--- src/rtl/spike_event_fifo_if.sv ---
// spike_event_fifo_if: valid/ready readout bus carrying the head event timestamp.
//   out_valid  head entry present (driven by the FIFO)
//   out_ts     head timestamp (driven by the FIFO)
//   out_ready  consumer accepts the head entry (driven by the reader)
interface spike_event_fifo_if #(parameter int TS_WIDTH = 16);
  logic out_valid;
  logic out_ready;
  logic [TS_WIDTH-1:0] out_ts;
  modport master(output out_valid, output out_ts, input out_ready);
  modport slave(input out_valid, input out_ts, output out_ready);
endinterface

--- src/rtl/spike_event_fifo.sv ---
// spike_event_fifo: timestamps detector spikes and buffers them in a FWFT FIFO with overflow counting.
//   clk, rst (sync, active-high); spike_in event pulse; clr_drop clears drop_cnt/overflow;
//   bus (master) out_valid/out_ts/out_ready readout; level entries stored; drop_cnt saturating
//   loss count; overflow sticky loss flag. Define SPIKE_FIFO_DROP_OLDEST_EN to keep the newest
//   DEPTH events on overflow instead of discarding the incoming one.
module spike_event_fifo #(
  parameter int TS_WIDTH = 16,
  parameter int DEPTH = 8,
  localparam int AW = $clog2(DEPTH)
) (
  input  logic clk,
  input  logic rst,
  input  logic spike_in,
  input  logic clr_drop,
  spike_event_fifo_if.master bus,
  output logic [AW:0] level,
  output logic [7:0] drop_cnt,
  output logic overflow
);
  logic [TS_WIDTH-1:0] mem [DEPTH];
  logic [TS_WIDTH-1:0] ts;
  logic [AW:0] wr_ptr, rd_ptr;
  logic full, empty, pop, drop, push, rd_adv;
  always_comb begin
    empty = wr_ptr == rd_ptr;
    full = (wr_ptr[AW-1:0] == rd_ptr[AW-1:0]) && (wr_ptr[AW] != rd_ptr[AW]);
    pop = !empty && bus.out_ready;
    drop = spike_in && full && !pop;
`ifdef SPIKE_FIFO_DROP_OLDEST_EN
    push = spike_in;
    rd_adv = pop || drop;
`else
    push = spike_in && !drop;
    rd_adv = pop;
`endif
  end
  assign bus.out_valid = !empty;
  assign bus.out_ts = empty ? '0 : mem[rd_ptr[AW-1:0]];
  assign level = wr_ptr - rd_ptr;
  always_ff @(posedge clk) begin
    if (rst) begin
      ts <= '0;
      wr_ptr <= '0;
      rd_ptr <= '0;
      drop_cnt <= '0;
      overflow <= 1'b0;
    end else begin
      ts <= ts + 1'b1;
      if (push) wr_ptr <= wr_ptr + 1'b1;
      if (rd_adv) rd_ptr <= rd_ptr + 1'b1;
      drop_cnt <= clr_drop ? {7'd0, drop} : drop_cnt + {7'd0, drop && drop_cnt != 8'hff};
      overflow <= (overflow && !clr_drop) || drop;
    end
  end
  always_ff @(posedge clk) if (push) mem[wr_ptr[AW-1:0]] <= ts;
endmodule

--- src/flat_wrapper.sv ---
// flat-port wrapper written by rule: the top's interface ports become plain ports
module spike_event_fifo_flat 
#(
  parameter int TS_WIDTH = 16,
  parameter int DEPTH = 8,
  localparam int AW = $clog2(DEPTH)
)
  (clk, rst, spike_in, clr_drop, level, drop_cnt, overflow, bus_out_valid, bus_out_ts, bus_out_ready);
  spike_event_fifo_if #(.TS_WIDTH(TS_WIDTH)) bus_i ();
  input  logic clk;
  input  logic rst;
  input  logic spike_in;
  input  logic clr_drop;
  output logic [AW:0] level;
  output logic [7:0] drop_cnt;
  output logic overflow;
  output wire logic [$bits(bus_i.out_valid)-1:0] bus_out_valid;
  output wire logic [$bits(bus_i.out_ts)-1:0] bus_out_ts;
  input wire logic [$bits(bus_i.out_ready)-1:0] bus_out_ready;
  assign bus_out_valid = bus_i.out_valid;
  assign bus_out_ts = bus_i.out_ts;
  assign bus_i.out_ready = bus_out_ready;
  spike_event_fifo #(.TS_WIDTH(TS_WIDTH), .DEPTH(DEPTH)) u_core (.clk(clk), .rst(rst), .spike_in(spike_in), .clr_drop(clr_drop), .bus(bus_i), .level(level), .drop_cnt(drop_cnt), .overflow(overflow));
endmodule
--- config.mk ---
export PLATFORM = sky130hd
export DESIGN_NAME = spike_event_fifo_flat
export DESIGN_NICKNAME = d
export VERILOG_FILES = /design/src/rtl/spike_event_fifo_if.sv /design/src/rtl/spike_event_fifo.sv /design/src/flat_wrapper.sv
export SDC_FILE = /design/constraint.sdc
export NUM_CORES = 1
export LEC_CHECK = 0
export CAP_MARGIN = 20
export CORE_AREA = 2 2 108 162
export DETAILED_ROUTE_END_ITERATION = 8
export DIE_AREA = 0 0 110 164
export PLACE_DENSITY = 0.65
export SYNTH_ARGS = -nofsm -noshare
export SYNTH_HDL_FRONTEND = slang
export SYNTH_SLANG_ARGS = --single-unit
--- constraint.sdc ---
create_clock -name clk -period 4.1 [get_ports clk]
set_input_delay 0.615 -clock clk [delete_from_list [all_inputs] [get_ports clk]]
set_output_delay 0.615 -clock clk [all_outputs]
set_load 0.03 [all_outputs]
==> results of run 1 <==
-- routing by layer --
layer	vias up	global-route usage	routed length, um
met1	1780	0.1590	4461
met5	-	0	0
met4	0	0.06272	202
met3	11	0.03214	358
met2	51	0.2649	6989
li1	1647	-	-
-- through the flow --
step / cell area, um2 / power (mW)
4_1_cts: 7751 / 4.116
3_3_place_gp: 7186 / 2.616
3_5_place_dp: 7186 / 2.623
6_report: 7751 / 4.068
5_1_grt: 7751 / 4.229
2_1_floorplan: 6519 / 2.379
-- cells by family (layout without fill, tap and decap cells) --
logic type	after synthesis	in the layout	share of synthesized area
DFF	164	164	0.7002
and+or+nand+nor	88	88	0.06737
muxes	33	33	0.1121
xor gates and xnor gates	25	25	0.03474
AOI/OAI and AO/OA	36	36	0.03302
buffers and inverters	57	121	0.03416
adders and majority gates	9	9	0.01843
-- cell type report --
| cell class | instances | area, um2 | share of cell area |
|---|---|---|---|
| clock buffer | 18 | 429.2 | 0.05537 |
| clock inverter | 13 | 136.4 | 0.01759 |
| inverter | 43 | 161.4 | 0.02082 |
| multi-input combinational | 191 | 1758 | 0.2268 |
| sequential | 164 | 4566 | 0.5890 |
| tap | 210 | 262.8 | 0.03390 |
| timing repair buffer | 47 | 437.9 | 0.05650 |
-- synth_stat cells (all sizes together) (2+ instances only) --
cell    number
a21oi        8
xor2         8
nor4         4
ha           8
nor3         9
and4         2
o22ai       16
o31ai        2
nand4        5
dfxtp       36
o21ai        6
nor2b        2
nand2b       2
or3          4
nor2        31
nand3       10
mux4        32
inv         43
edfxtp     128
clkbuf       6
buf          8
nand2       13
or2          3
xnor2       17
-- state kept, by name (all words and copies together) (netlist names), named ones only --
register	flops
u_core.mem	128
u_core.ts	16
u_core.drop_cnt	8
u_core.rd_ptr	4
u_core.wr_ptr	4
u_core.overflow	1
-- tightest hold or removal path, delay by kind of cell (launching register included) --
kind / cells / cell delay [ps]
compound gates: 1 / 60
flops: 1 / 310
simple gates: 1 / 70
-- worst paths after layout --
| kind | end | slack (ps) | cells after the start |
|---|---|---|---|
| setup / recovery | bus_out_ts[14] | 510 | 8 |
| hold / removal | u_core.overflow$_SDFF_PP0_ | 480 | 2 |
| setup reg to reg | u_core.drop_cnt[7]$_SDFF_PP0_ | 1290 | 10 |
| hold reg to reg | u_core.overflow$_SDFF_PP0_ | 480 | 2 |
-- power by group --
part / total (mW) / internal [mW] / switching, mW / leakage (nW)
Clock: 1.50 / 0.892 / 0.607 / 0.273
Combinational: 0.699 / 0.326 / 0.373 / 0.840
Sequential: 1.87 / 1.82 / 0.0485 / 1.49
-- layout by cell type (no fill, tap or decap), types with 9 or more instances in the layout --
cell type and count:
edfxtp_1 128, inv_1 43, dfxtp_1 35, clkdlybuf4s50_1 34
mux4_2 32, nor2_1 31, clkbuf_16 17, xnor2_1 16
o22ai_1 16, nand2_1 13, buf_4 13, nand3_1 9
==> results.toml, run 1 <==
[worst_setup_path]
worstPathMaxFanout = 15
critPathArrivalTime_ps = 2970
start_kind = "flop"
critPathKind = "reg -> out"
path_buf_inv = 3
worstSetupEndpointType = "output port"
required_ps = 3480
crit_chain = "inv_1, ha_1, nand3_1, or2_2, nand2_1, buf_4, o22ai_1, clkdlybuf4s50_1"
critical-path-slowest-cell = "clkdlybuf4s50_1"
timing.rr.start = "u_core.wr_ptr[0]$_SDFFE_PP0P_"
crit_family = "buffers and inverters"
cp_slowest_stage_delay_ps = 610
startpoint = "u_core.wr_ptr[0]$_SDFFE_PP0P_"

[clock_tree]
clock_path_buffers = 2
clock_sinks = 164
cts_buffers = 17
post-cts-setup-buffers = 0
cts_root_buf = "clkbuf_16"
clock_latency_ps = 410
tritoncts = "done"
hold_buffers = 0
htreeDepth = 4
post_cts_resized = 0
clk_pin_slew_ps = 60

[min_path]
hold_path_class = "reg -> reg"
hp-start = "u_core.overflow$_SDFF_PP0_"

[logic_synthesis]
syn_nets = 426
seq_area_frac_synth = 0.7002
synthTopCellsByArea = "edfxtp_1, dfxtp_1, mux4_2"
async_flop_share = 0
yosysWarnings = 0
yosys_register_bits = 164
synth_cells = 412
yosysTopAreaCell = "edfxtp_1"
synth_top_area_share = 0.5896
synth_edf_count = 128
synth-main-ff-cell = "edfxtp_1"
syn_area_um2 = 6519
syn_avg_cell_area_um2 = 15.82
synth.distinct_cells = 40

[pwr]
ir_drop_uv = 267.2
pwr_density_cell_nw_per_um2 = 524.9
p_leak_nw = 2.603

[layout]
diodes = 0
final_util = 0.4664
final_cells = 686
drive_above_1_share = 0.1807
nNetsFinal = 478
fillers = 1396
syn_to_final_growth_pct = 18.91

[route]
drc_errors = 0
first_pass_iters = 4
viasPerCell = 5.086
wirelength_um = 12010
ant_nets = 0
drtIter0Drc = 170
vias = 3489
post_drt_wl_per_cell_um = 17.51

[grt]
track_usage = 0.1455
grt_pass1_vias = 3692
grt_pass1_wl_um = 19180
gr-total-overflow = 0
grt_max_degree = 33
antenna_found_initial = 0

[timing]
max_freq_ghz = 0.2788
rsz0062_at_grt = "false"
worst_slew_pin_slew_ps = 1035
worst_clock_skew_ps = 8.607
fin_crit_sh = 0.8747
period_needed_ps = 3586
setup_slack_ps = 513.8
final-hold-violation-count = 0
relSlewSlack = 0.3082
setup_tns_ps = 0
setup_viol = 0
finalMaxSlewViolations = 0
fin_hold_ws_ps = 482.4

[placed_design]
hpwl_um = 7676
post-place-ws_ps = 929.6
finalWeightedCongestion = 0.8311
dpl.cell_count = 655
io_buffer_count = 34

[die]
design.core.area_um2 = 16620
initial_core_util = 0.3923
dieArea_um2 = 18040
placementRows = 58
die_h_um = 164
io_pins = 35
die_w_um = 110

[run_status]
outcome = "complete, no violations"

[run]
maxCapViolCount = 0
Power figures use the tool's default switching activity.
==> run 2: changes to the inputs <==
--- a/config.mk
+++ b/config.mk
@@ -6,10 +6,11 @@
 export NUM_CORES = 1
 export LEC_CHECK = 0
 export CAP_MARGIN = 20
-export CORE_AREA = 2 2 108 162
+export CORE_AREA = 2 2 131 133
 export DETAILED_ROUTE_END_ITERATION = 8
-export DIE_AREA = 0 0 110 164
+export DIE_AREA = 0 0 133 135
 export PLACE_DENSITY = 0.65
 export SYNTH_ARGS = -nofsm -noshare
 export SYNTH_HDL_FRONTEND = slang
 export SYNTH_SLANG_ARGS = --single-unit
+export TNS_END_PERCENT = 50
==> results.toml, run 2 (synthesized netlist as in run 1, its figures left out) <==
[run_status]
outcome = "complete, no violations"

[route]
post_drt_wl_per_cell_um = 17.73
first_pass_iters = 4
drc_errors = 0
ant_nets = 0
wirelength_um = 12360
viasPerCell = 5.020
vias = 3499
drtIter0Drc = 276

[layout]
nNetsFinal = 478
syn_to_final_growth_pct = 19.94
diodes = 0
largest_reg_flops = 128
layout_common_cells = "edfxtp_1, inv_1, dfxtp_1"
final_common_cell = "edfxtp_1"
fillers = 1397
drive_above_1_share = 0.1782

[timing]
finalMaxSlewViolations = 0
setup_viol = 0
rsz0062_at_grt = "false"
period_needed_ps = 3796
relSlewSlack = 0.3967
final-hold-violation-count = 0
fin_hold_ws_ps = 483.5
worst_clock_skew_ps = 10.43
setup_tns_ps = 0
fin_crit_sh = 0.9258
worst_slew_pin_slew_ps = 900.0
max_freq_ghz = 0.2635

[die]
io_pins = 35
initial_core_util = 0.3973
die_h_um = 135
dieArea_um2 = 17960
design.core.area_um2 = 16410
placementRows = 47
die_w_um = 133

[pwr]
pwr_density_cell_nw_per_um2 = 530.6
ir_drop_uv = 298.4
seqPwrFrac = 0.452
comb_power_share = 0.172
switchingPower_mw = 1.024
sw_frac_of_total = 0.2469
p_int_mw = 3.124
p_leak_nw = 2.629
clkPwrFrac = 0.376

[grt]
grt_pass1_wl_um = 19670
grt_pass1_vias = 3721
antenna_found_initial = 0
grt_max_degree = 33
track_usage = 0.1481
gr-total-overflow = 0

[worst_setup_path]
critical-path-slowest-cell = "clkdlybuf4s50_1"
crit_chain = "inv_1, ha_1, nand3_1, or2_2, nand2b_1, buf_4, o22ai_1, clkdlybuf4s50_1"
crit_family = "buffers and inverters"
required_ps = 3480
critPathArrivalTime_ps = 3180
cp_slowest_stage_delay_ps = 600
path_buf_inv = 3
worstPathMaxFanout = 10
worstSetupEndpointType = "output port"
critPathKind = "reg -> out"
rrSetupSlack_ps = 1030
start_kind = "flop"

[placed_design]
finalWeightedCongestion = 0.7880
hpwl_um = 7724
io_buffer_count = 34

[clock_tree]
clk_pin_slew_ps = 60
clock_latency_ps = 420
cts_root_buf = "clkbuf_16"
tritoncts = "done"
clock_sinks = 164
htreeDepth = 4
post_cts_resized = 0
cts_buffers = 17
post-cts-setup-buffers = 0
clock_path_buffers = 2
hold_buffers = 0

[run]
maxCapViolCount = 0

[min_path]
hold_path_class = "reg -> reg"
[run 2: metal layers]
layer  vias up  wire, um  GRT usage
met3         5       568    0.04167
met5         -         0          0
met1      1775      5177     0.1769
met2        71      6527     0.2571
met4         0        80    0.05436
li1       1648         -          -
[run 2: layout make-up]
class	count	area (um2)	share of cell area
Clock inverter	10	133.9	0.01712
Multi-Input combinational cell	191	1758	0.2248
Inverter	43	161.4	0.02064
Tap cell	220	275.3	0.03521
Timing Repair Buffer	47	470.5	0.06017
Clock buffer	22	454.2	0.05809
Sequential cell	164	4566	0.5839
[run 2: tightest hold or removal path: stages, from the launching register on]
cell and delay [ps]:
dfxtp_1 310, nand2b_1 70, a21oi_1 60
[run 2: final timing paths]
check / cells past startpoint / from / end
max: 8 / u_core.wr_ptr[0]$_SDFFE_PP0P_ / bus_out_ts[12]
min: 2 / u_core.overflow$_SDFF_PP0_ / u_core.overflow$_SDFF_PP0_
min reg2reg: 2 / u_core.overflow$_SDFF_PP0_ / u_core.overflow$_SDFF_PP0_
max reg2reg: 7 / u_core.wr_ptr[0]$_SDFFE_PP0P_ / u_core.mem[0][7]$_DFFE_PP_
[run 2: metrics by stage]
step	instances	setup WS [ps]	power (mW)	cell area, um2	utilization
floorplan	412	993.8	2.379	6519	-
global placement	664	851.8	2.628	7216	0.4398
detailed placement	664	742.3	2.638	7216	0.4398
CTS	696	290.2	4.197	7804	0.4756
global route	697	124.8	4.307	7819	0.4766
finish	697	304.4	4.148	7819	0.4766
[run 2: power groups by stage]
stage,registers (mW),logic [mW],clock network (mW)
floorplan,1.87,0.505,0
global placement,1.91,0.721,0
detailed placement,1.91,0.726,0
CTS,1.88,0.727,1.59
global route,1.88,0.764,1.66
finish,1.87,0.713,1.56
==> run 3: changes to the inputs <==
==> constraint.sdc (replaced) <==
create_clock -name clk -period 4.5 [get_ports clk]
set_input_delay 0.675 -clock clk [delete_from_list [all_inputs] [get_ports clk]]
set_output_delay 0.675 -clock clk [all_outputs]
set_load 0.03 [all_outputs]
==> results.toml, run 3 (synthesized netlist as in run 1, its figures left out) <==
[worst_setup_path]
worstPathMaxFanout = 16
cp_slowest_stage_delay_ps = 630
worstSetupEndpointType = "output port"
critical-path-slowest-cell = "clkdlybuf4s50_1"
required_ps = 3830
rrSetupSlack_ps = 1660
crit_chain = "inv_1, ha_1, nand3_1, or2_2, nand2_1, o22ai_1, clkdlybuf4s50_1"
reg2reg_depth = 10
critPathArrivalTime_ps = 3310
start_kind = "flop"
critPathKind = "reg -> out"

[layout]
diodes = 0
nNetsFinal = 477
syn_to_final_growth_pct = 19.31
final_util = 0.4740
final_common_cell = "edfxtp_1"
layout_common_cells = "edfxtp_1, inv_1, dfxtp_1"
largest_reg_flops = 128
drive_above_1_share = 0.1828
final_cells = 696
fillers = 1387
fin_area_um2 = 7777

[timing]
worst_clock_skew_ps = 6.726
finalMaxSlewViolations = 0
final-hold-violation-count = 0
relSlewSlack = 0.4979
rsz0062_at_grt = "false"
period_needed_ps = 3982
setup_slack_ps = 517.7
fin_hold_ws_ps = 479.9
worst_slew_pin_slew_ps = 751.4
fin_crit_sh = 0.8850
setup_viol = 0
max_freq_ghz = 0.2511
setup_tns_ps = 0

[clock_tree]
clk_pin_slew_ps = 60
cts_root_buf = "clkbuf_16"
htreeDepth = 4
post_cts_resized = 0
post-cts-setup-buffers = 0
clock_latency_ps = 420
cts_buffers = 17
tritoncts = "done"
clock_path_buffers = 2
hold_buffers = 0
clock_sinks = 164

[route]
viasPerCell = 4.958
wirelength_um = 11780
vias = 3451
drc_errors = 0
ant_nets = 0
drtIter0Drc = 230
first_pass_iters = 4
post_drt_wl_per_cell_um = 16.92

[grt]
met3_usage = 0.03491
grt_pass1_wl_um = 18850
gr-total-overflow = 0
grt_pass1_vias = 3562
grt_util_met2 = 0.2556
grt_max_degree = 33
track_usage = 0.1415
grt_use_met1 = 0.1616
grt-busiest-layer = "met2"
antenna_found_initial = 0

[die]
die_w_um = 133
dieArea_um2 = 17960
design.core.area_um2 = 16410
die_h_um = 135
initial_core_util = 0.3973
io_pins = 35
placementRows = 47

[pwr]
ir_drop_uv = 319.7
pwr_density_cell_nw_per_um2 = 474.2
p_total_mw = 3.688
p_leak_nw = 2.595

[placed_design]
post-place-ws_ps = 881.6
placed_area_um2 = 7188
io_buffer_count = 34
hpwl_um = 7281
finalWeightedCongestion = 0.7673
dpl.cell_count = 662

[min_path]
hold_path_class = "reg -> reg"
worst_hold_path.num_cells = 2

[run_status]
outcome = "complete, no violations"

[run]
maxCapViolCount = 0
-- run 3: final cells by class --
class / count / area (um2) / area share
multi-input combinational: 191 / 1758 / 0.2260
timing repair buffer: 46 / 457.9 / 0.05888
inverter: 43 / 161.4 / 0.02075
clock buffer: 19 / 432.9 / 0.05566
sequential: 164 / 4566 / 0.5870
tap: 220 / 275.3 / 0.03539
clock inverter: 13 / 126.4 / 0.01625
-- run 3: worst paths after layout --
path                                                 endpoint                           from
worst max register to register  u_core.drop_cnt[5]$_SDFF_PP0_  u_core.wr_ptr[0]$_SDFFE_PP0P_
worst min-delay path               u_core.overflow$_SDFF_PP0_     u_core.overflow$_SDFF_PP0_
worst max-delay path                           bus_out_ts[14]  u_core.wr_ptr[0]$_SDFFE_PP0P_
worst min register to register     u_core.overflow$_SDFF_PP0_     u_core.overflow$_SDFF_PP0_
-- run 3: routing by layer --
layer	routed length, um	up-vias
met5	0	-
li1	-	1648
met1	4834	1729
met4	157	0
met2	6323	59
met3	459	15
-- run 3: critical path, delay by kind of cell (launching register included) --
kind | cells | cell delay, ps
buf+inv | 2 | 780
simple gates | 3 | 1180
flops | 1 | 440
compound gates | 1 | 180
fa+ha+maj | 1 | 320
-- run 3: power breakdown --
| group | internal, mW | switching (mW) | leakage, nW | total, mW |
|---|---|---|---|---|
| Combinational | 0.301 | 0.339 | 0.843 | 0.640 |
| Sequential | 1.66 | 0.0459 | 1.49 | 1.71 |
| Clock | 0.767 | 0.576 | 0.262 | 1.34 |
